File: src/rtl/exp_sigma_sweep.sv
// Sweeps x over [X_MIN, X_MAX], drives an external fixed-latency exp(x*sigma) datapath and
// re-aligns results into a credit-controlled output FIFO. Optional macro EXP_SWEEP_INDEX_EN: oAddr carries sweep index.
module exp_sigma_sweep #(
  parameter int X_MIN      = -26,
  parameter int X_MAX      = 26,
  parameter int X_STEP     = 1,
  parameter int X_W        = 6,
  parameter int SIGMA_W    = 18,
  parameter int DATA_W     = 17,
  parameter int PIPE_LAT   = 11,
  parameter int FIFO_DEPTH = 16
) (
  input  logic                     CLK,
  input  logic                     RST,
  input  logic                     iStart,
  input  logic                     iAbort,
  input  logic [SIGMA_W-1:0]       iSigma,
  output logic signed [X_W-1:0]    oX,
  output logic [SIGMA_W-1:0]       oSigma,
  output logic                     oIssue,
  input  logic [DATA_W-1:0]        iExp,
  output logic [DATA_W-1:0]        oData,
  output logic [X_W-1:0]           oAddr,
  output logic                     oValid,
  input  logic                     iReady,
  output logic                     oBusy,
  output logic                     oDone
);

  localparam int CW = $clog2(FIFO_DEPTH + 1);
  localparam int AW = (FIFO_DEPTH > 1) ? $clog2(FIFO_DEPTH) : 1;
  localparam logic signed [X_W+1:0] XMIN_L  = (X_W+2)'(X_MIN);
  localparam logic signed [X_W+1:0] XMAX_L  = (X_W+2)'(X_MAX);
  localparam logic signed [X_W+1:0] STEP_L  = (X_W+2)'(X_STEP);
  localparam logic [CW:0]           DEPTH_L = (CW+1)'(FIFO_DEPTH);

  typedef enum logic [1:0] {S_IDLE, S_RUN, S_DRAIN, S_DONE} state_t;

  state_t                 state;
  logic signed [X_W+1:0]  x_q;
  logic [SIGMA_W-1:0]     sigma_q;
  logic [CW-1:0]          inflight;
  logic [CW-1:0]          fifo_cnt;
  logic [AW-1:0]          wr_ptr;
  logic [AW-1:0]          rd_ptr;
  logic                   tag_vld_p [PIPE_LAT];
  logic [X_W-1:0]         tag_x_p   [PIPE_LAT];
  logic [X_W-1:0]         mem_addr  [FIFO_DEPTH];
  logic [DATA_W-1:0]      mem_data  [FIFO_DEPTH];
`ifdef EXP_SWEEP_INDEX_EN
  logic [X_W-1:0]         idx_q;
`endif

  logic                   issue;
  logic                   push;
  logic                   pop;
  logic                   flush;
  logic                   last_pt;
  logic [CW:0]            credit_used;
  logic signed [X_W+1:0]  x_nxt;
  logic [CW-1:0]          inflight_nxt;
  logic [CW-1:0]          cnt_nxt;
  logic [X_W-1:0]         tag_in;

  function automatic logic [AW-1:0] ptr_inc(input logic [AW-1:0] p);
    return (p == AW'(FIFO_DEPTH - 1)) ? '0 : p + AW'(1);
  endfunction

  // Credits cover both the tags in flight and the beats already buffered; a pop this cycle is not a credit.
  assign credit_used  = {1'b0, inflight} + {1'b0, fifo_cnt};
  assign issue        = (state == S_RUN) && !iAbort && (credit_used < DEPTH_L);
  assign flush        = iAbort && ((state == S_RUN) || (state == S_DRAIN));
  assign push         = tag_vld_p[PIPE_LAT-1];
  assign pop          = (fifo_cnt != '0) && iReady;
  assign x_nxt        = x_q + STEP_L;
  assign last_pt      = (x_nxt > XMAX_L);
  assign inflight_nxt = inflight + CW'(issue) - CW'(push);
  assign cnt_nxt      = fifo_cnt + CW'(push) - CW'(pop);

`ifdef EXP_SWEEP_INDEX_EN
  assign tag_in = idx_q;
`else
  assign tag_in = x_q[X_W-1:0];
`endif

  always_ff @(posedge CLK or posedge RST) begin
    if (RST) begin
      state    <= S_IDLE;
      x_q      <= '0;
      sigma_q  <= '0;
      inflight <= '0;
      fifo_cnt <= '0;
      wr_ptr   <= '0;
      rd_ptr   <= '0;
      for (int i = 0; i < PIPE_LAT; i++) tag_vld_p[i] <= 1'b0;
`ifdef EXP_SWEEP_INDEX_EN
      idx_q    <= '0;
`endif
    end else begin
      // Tag pipe stage boundary: valid bits shift toward the FIFO, cleared on abort
      tag_vld_p[0] <= issue;
      for (int i = 1; i < PIPE_LAT; i++) tag_vld_p[i] <= flush ? 1'b0 : tag_vld_p[i-1];

      if (flush) begin
        inflight <= '0;
        fifo_cnt <= '0;
        wr_ptr   <= '0;
        rd_ptr   <= '0;
      end else begin
        inflight <= inflight_nxt;
        fifo_cnt <= cnt_nxt;
        if (push) wr_ptr <= ptr_inc(wr_ptr);
        if (pop)  rd_ptr <= ptr_inc(rd_ptr);
      end

      case (state)
        S_IDLE: begin
          if (iStart && !iAbort) begin
            sigma_q <= iSigma;
            x_q     <= XMIN_L;
`ifdef EXP_SWEEP_INDEX_EN
            idx_q   <= '0;
`endif
            state   <= S_RUN;
          end
        end
        S_RUN: begin
          if (iAbort) begin
            state <= S_IDLE;
          end else if (issue) begin
            x_q <= x_nxt;
`ifdef EXP_SWEEP_INDEX_EN
            idx_q <= idx_q + X_W'(1);
`endif
            if (last_pt) state <= S_DRAIN;
          end
        end
        S_DRAIN: begin
          if (iAbort) state <= S_IDLE;
          else if ((inflight_nxt == '0) && (cnt_nxt == '0)) state <= S_DONE;
        end
        default: state <= S_IDLE;
      endcase
    end
  end

  // Datapath stage boundary: x tags travel alongside the external pipe, results land in the FIFO
  always_ff @(posedge CLK) begin
    tag_x_p[0] <= tag_in;
    for (int i = 1; i < PIPE_LAT; i++) tag_x_p[i] <= tag_x_p[i-1];
    if (push) begin
      mem_addr[wr_ptr] <= tag_x_p[PIPE_LAT-1];
      mem_data[wr_ptr] <= iExp;
    end
  end

  assign oX     = x_q[X_W-1:0];
  assign oSigma = sigma_q;
  assign oIssue = issue;
  assign oValid = (fifo_cnt != '0);
  assign oData  = oValid ? mem_data[rd_ptr] : '0;
  assign oAddr  = oValid ? mem_addr[rd_ptr] : '0;
  assign oBusy  = (state == S_RUN) || (state == S_DRAIN);
  assign oDone  = (state == S_DONE);

endmodule

File: config.mk
export PLATFORM = sky130hd
export DESIGN_NAME = exp_sigma_sweep
export DESIGN_NICKNAME = d
export VERILOG_FILES = /design/src/rtl/exp_sigma_sweep.sv
export SDC_FILE = /design/constraint.sdc
export NUM_CORES = 1
export LEC_CHECK = 0
export BUFFER_PORTS_ARGS = -buffer_cell sky130_fd_sc_hd__buf_2
export CAP_MARGIN = 20
export CORE_ASPECT_RATIO = 1.4
export CORE_UTILIZATION = 59
export DETAILED_ROUTE_END_ITERATION = 8
export GPL_TIMING_DRIVEN = 0
export PLACE_DENSITY = 0.76
export SLEW_MARGIN = 20
export SYNTH_ARGS = -nofsm -noshare
export SYNTH_HDL_FRONTEND = slang
export SYNTH_SLANG_ARGS = --single-unit
export TNS_END_PERCENT = 10
File: constraint.sdc
create_clock -name CLK -period 5.5 [get_ports CLK]
set_input_delay 0.825 -clock CLK [delete_from_list [all_inputs] [get_ports CLK]]
set_output_delay 0.825 -clock CLK [all_outputs]
set_load 0.03 [all_outputs]
==> results.json <==
{
  "status": "completed",
  "drtAntennaViolNets": 0,
  "synthMuxAreaShare": 0.155,
  "dr.pass1.iters": 7,
  "period_minus_slack_ns": 4.35,
  "wl_per_cell_um": 25.5,
  "switching_power_mw": 3.33,
  "max_stage_delay_ns": 0.80,
  "grtUsageTotal": 0.252,
  "layout-drive-gt1-share": 0.297,
  "synth_cell_types": 46,
  "yosys.area.top_type": "edfxtp_1",
  "period_share": 0.790,
  "p_per_area_nw_per_um2": 500,
  "maxCapViolations": 0,
  "synth_common_cells": "edfxtp_1, mux4_2, dfxtp_1",
  "clkLatencyLatePin_ns": 0.56,
  "worst_pin_slew_ns": 1.02,
  "grt_pass1_wl_um": 57200,
  "path_buf_inv": 4,
  "yosys_register_bits": 491,
  "rsz0062_at_grt": "no",
  "slew_headroom": 0.323,
  "place.port_buffers": 90,
  "cts_root_buf": "clkbuf_16",
  "vias": 9134,
  "clkTransAtPathRegs_ns": 0.06,
  "drcViolationCount": 0,
  "hold_violations": 0,
  "nNetsFinal": 1144,
  "cp_slowest_cell": "clkbuf_1",
  "num_io_pins": 91,
  "synth.avg_cell_area_um2": 20.0,
  "synth_compound_area_frac": 0.0145,
  "p_leak_nw": 7.37,
  "cellInternalPower_mw": 7.30,
  "synth.most_common_cell": "edfxtp_1",
  "fmax_ghz": 0.230,
  "synth_top_family_by_area": "multiplexers",
  "synthAdderAreaFrac": 0.0198,
  "die_w_um": 151,
  "wl_um": 38300,
  "dieArea_um2": 32000,
  "yosys.area_share.simple": 0.0393,
  "required_ns": 4.68,
  "crit_family": "buffers and inverters",
  "antenna_cells": 0,
  "synth-edff-count": 368,
  "async_flop_share": 0.116,
  "grt_max_degree": 56,
  "cts_resized": 0,
  "initialDrtViolationCount": 811,
  "start_util": 0.599,
  "cts_tree": "done",
  "worstSetupEndpointType": "output port",
  "synth_area_leaders": "edfxtp_1, mux4_2, dfrtp_1, dfxtp_1, ha_1",
  "crit_path_cell_trace": "clkbuf_1, buf_2, clkbuf_1, mux4_2, mux4_2, and2_1, buf_2",
  "first_global_vias": 9688,
  "cts.sinks": 491,
  "fin_area_um2": 21300,
  "syn_area_um2": 18400,
  "cts_buffers": 43,
  "synth.top_cell.area_share": 0.599,
  "viasPerCell": 6.09,
  "critPathMaxFanout": 10,
  "ctsHoldBuffers": 0,
  "fillers": 1925,
  "p_sw_frac": 0.313,
  "synthCells": 920,
  "criticalPathCategory": "reg -> out",
  "area_growth_syn_to_layout_pct": 15.3,
  "clock_skew_ns": 0.0205,
  "max-vdd-ir-drop_mv": 0.404,
  "tns_ns": 0,
  "place_hpwl_um": 23700,
  "setup_viol": 0,
  "slew_violations": 0,
  "hold_class": "in -> async",
  "gr-total-overflow": 0,
  "routabilityCongestion": 0.771,
  "clock_path_buffers": 3,
  "htreeDepth": 2,
  "yosysWarningCount": 0,
  "die_h_um": 211,
  "cts_post_setup_buffers_inserted": 0,
  "design.core.area_um2": 30800,
  "syn_nets": 988,
  "synth_xor_area_frac": 0.00427,
  "sequentialPowerShare": 0.435,
  "std_cell_rows": 76,
  "antenna_found_initial": 0,
  "ys_seq_area_frac": 0.748,
  "p_comb_frac": 0.299,
  "arrival_ns": 3.52,
  "start_kind": "flip-flop",
  "ys.flop_type": "edfxtp_1",
  "total_power_mw": 10.6,
  "clkPwrFrac": 0.266,
  "placed_area_um2": 19900
}
-- stage by stage --
stage	cells	utilization	setup WS (ns)	hold slack, ns
2_1_floorplan	920	-	2.25	0.310
3_3_place_gp	1400	0.629	0.518	0.310
3_5_place_dp	1421	0.647	1.74	0.312
4_1_cts	1500	0.690	1.18	0.115
5_1_grt	1500	0.690	1.07	0.116
6_report	1500	0.690	1.15	0.142
-- per-layer routing --
layer | global-route usage | share of wire | up-vias
met2 | 0.433 | 0.52 | 412
met5 | 0 | 0 | -
met1 | 0.308 | 0.36 | 4696
li1 | - | - | 3927
met3 | 0.0484 | 0.072 | 99
met4 | 0.111 | 0.039 | 0
-- cell usage in the layout (no fill, tap or decap), types with 5 or more instances in the layout --
cell type,n
edfxtp_1,368
mux4_2,115
buf_2,98
dfxtp_1,66
dfrtp_1,57
clkbuf_16,43
and2_1,41
clkbuf_1,34
ha_1,26
nand2_1,22
inv_1,19
nor2_1,19
mux2_1,19
a21oi_1,16
nor2_4,14
buf_16,14
clkinv_2,13
buf_4,12
nand2b_1,10
o21ai_0,7
clkinv_1,7
nand3_1,6
mux2i_1,6
buf_6,6
xnor2_1,5
and3_1,5
a31oi_1,5
-- power by group through the flow --
stage | Clock (mW) | Combinational (mW) | Sequential [mW]
after floorplan | 0 | 2.20 | 4.76
after global placement | 0 | 3.12 | 4.67
after detailed placement | 0 | 3.19 | 4.69
after CTS | 2.87 | 3.22 | 4.62
after global routing | 3.00 | 3.41 | 4.67
final | 2.83 | 3.18 | 4.62
-- registers in the layout, indices dropped and copies added, names as in the netlist --
signal,cells
mem_data,272
mem_addr,96
tag_x_p,66
oSigma,18
tag_vld_p,10
x_q,8
fifo_cnt,5
inflight,5
rd_ptr,4
wr_ptr,4
state,2
push,1
-- final timing paths --
kind                                  startpoint                      to  slack, ns  cells past startpoint
min reg2reg                tag_x_p[6][2]$_DFF_P_   tag_x_p[7][2]$_DFF_P_       0.32                      0
min in group CLK           tag_x_p[6][2]$_DFF_P_   tag_x_p[7][2]$_DFF_P_       0.32                      0
min                                          RST  oSigma[11]$_DFFE_PP0P_       0.14                      2
max in group asynchronous                    RST      x_q[4]$_DFFE_PP0P_       4.88                      3
max                        rd_ptr[1]$_DFFE_PP0P_               oData[13]       1.15                      7
max reg2reg                fifo_cnt[3]$_DFF_PP0_    state[0]$_DFFE_PP0P_       1.62                     15
-- final cells by class --
type / count / area [um^2] / area share
multi-input cells: 358 / 4420 / 0.208
well taps: 390 / 488 / 0.0230
clock inverters: 24 / 158 / 0.00742
plain buffers: 48 / 259 / 0.0122
repair buffers: 111 / 901 / 0.0424
clock buffers: 55 / 1150 / 0.0541
inverters: 23 / 88.8 / 0.00418
flip-flops and latches: 491 / 13800 / 0.649
-- cell families (layout without fill, tap and decap cells) --
logic type      count (synthesis)  count (layout)
flops                         491             491
mux                           140             140
simple gates                  137             137
buf+inv                        71             261
compound gates                 44              44
fa+ha+maj                      28              28
xor+xnor                        9               9
-- worst reg2reg max path: stages (launching register included) --
cell and delay [ns]:
dfrtp_1 0.42, inv_1 0.09, ha_1 0.14, nor4b_1 0.40
nor2b_1 0.10, clkbuf_1 0.23, ha_1 0.32, inv_1 0.05
ha_1 0.14, inv_1 0.05, fa_1 0.51, nor4b_1 0.34
nand3_1 0.13, nor4_1 0.30, o211ai_1 0.20, mux2_1 0.34
Note: power is estimated with default switching activity, not from simulation.
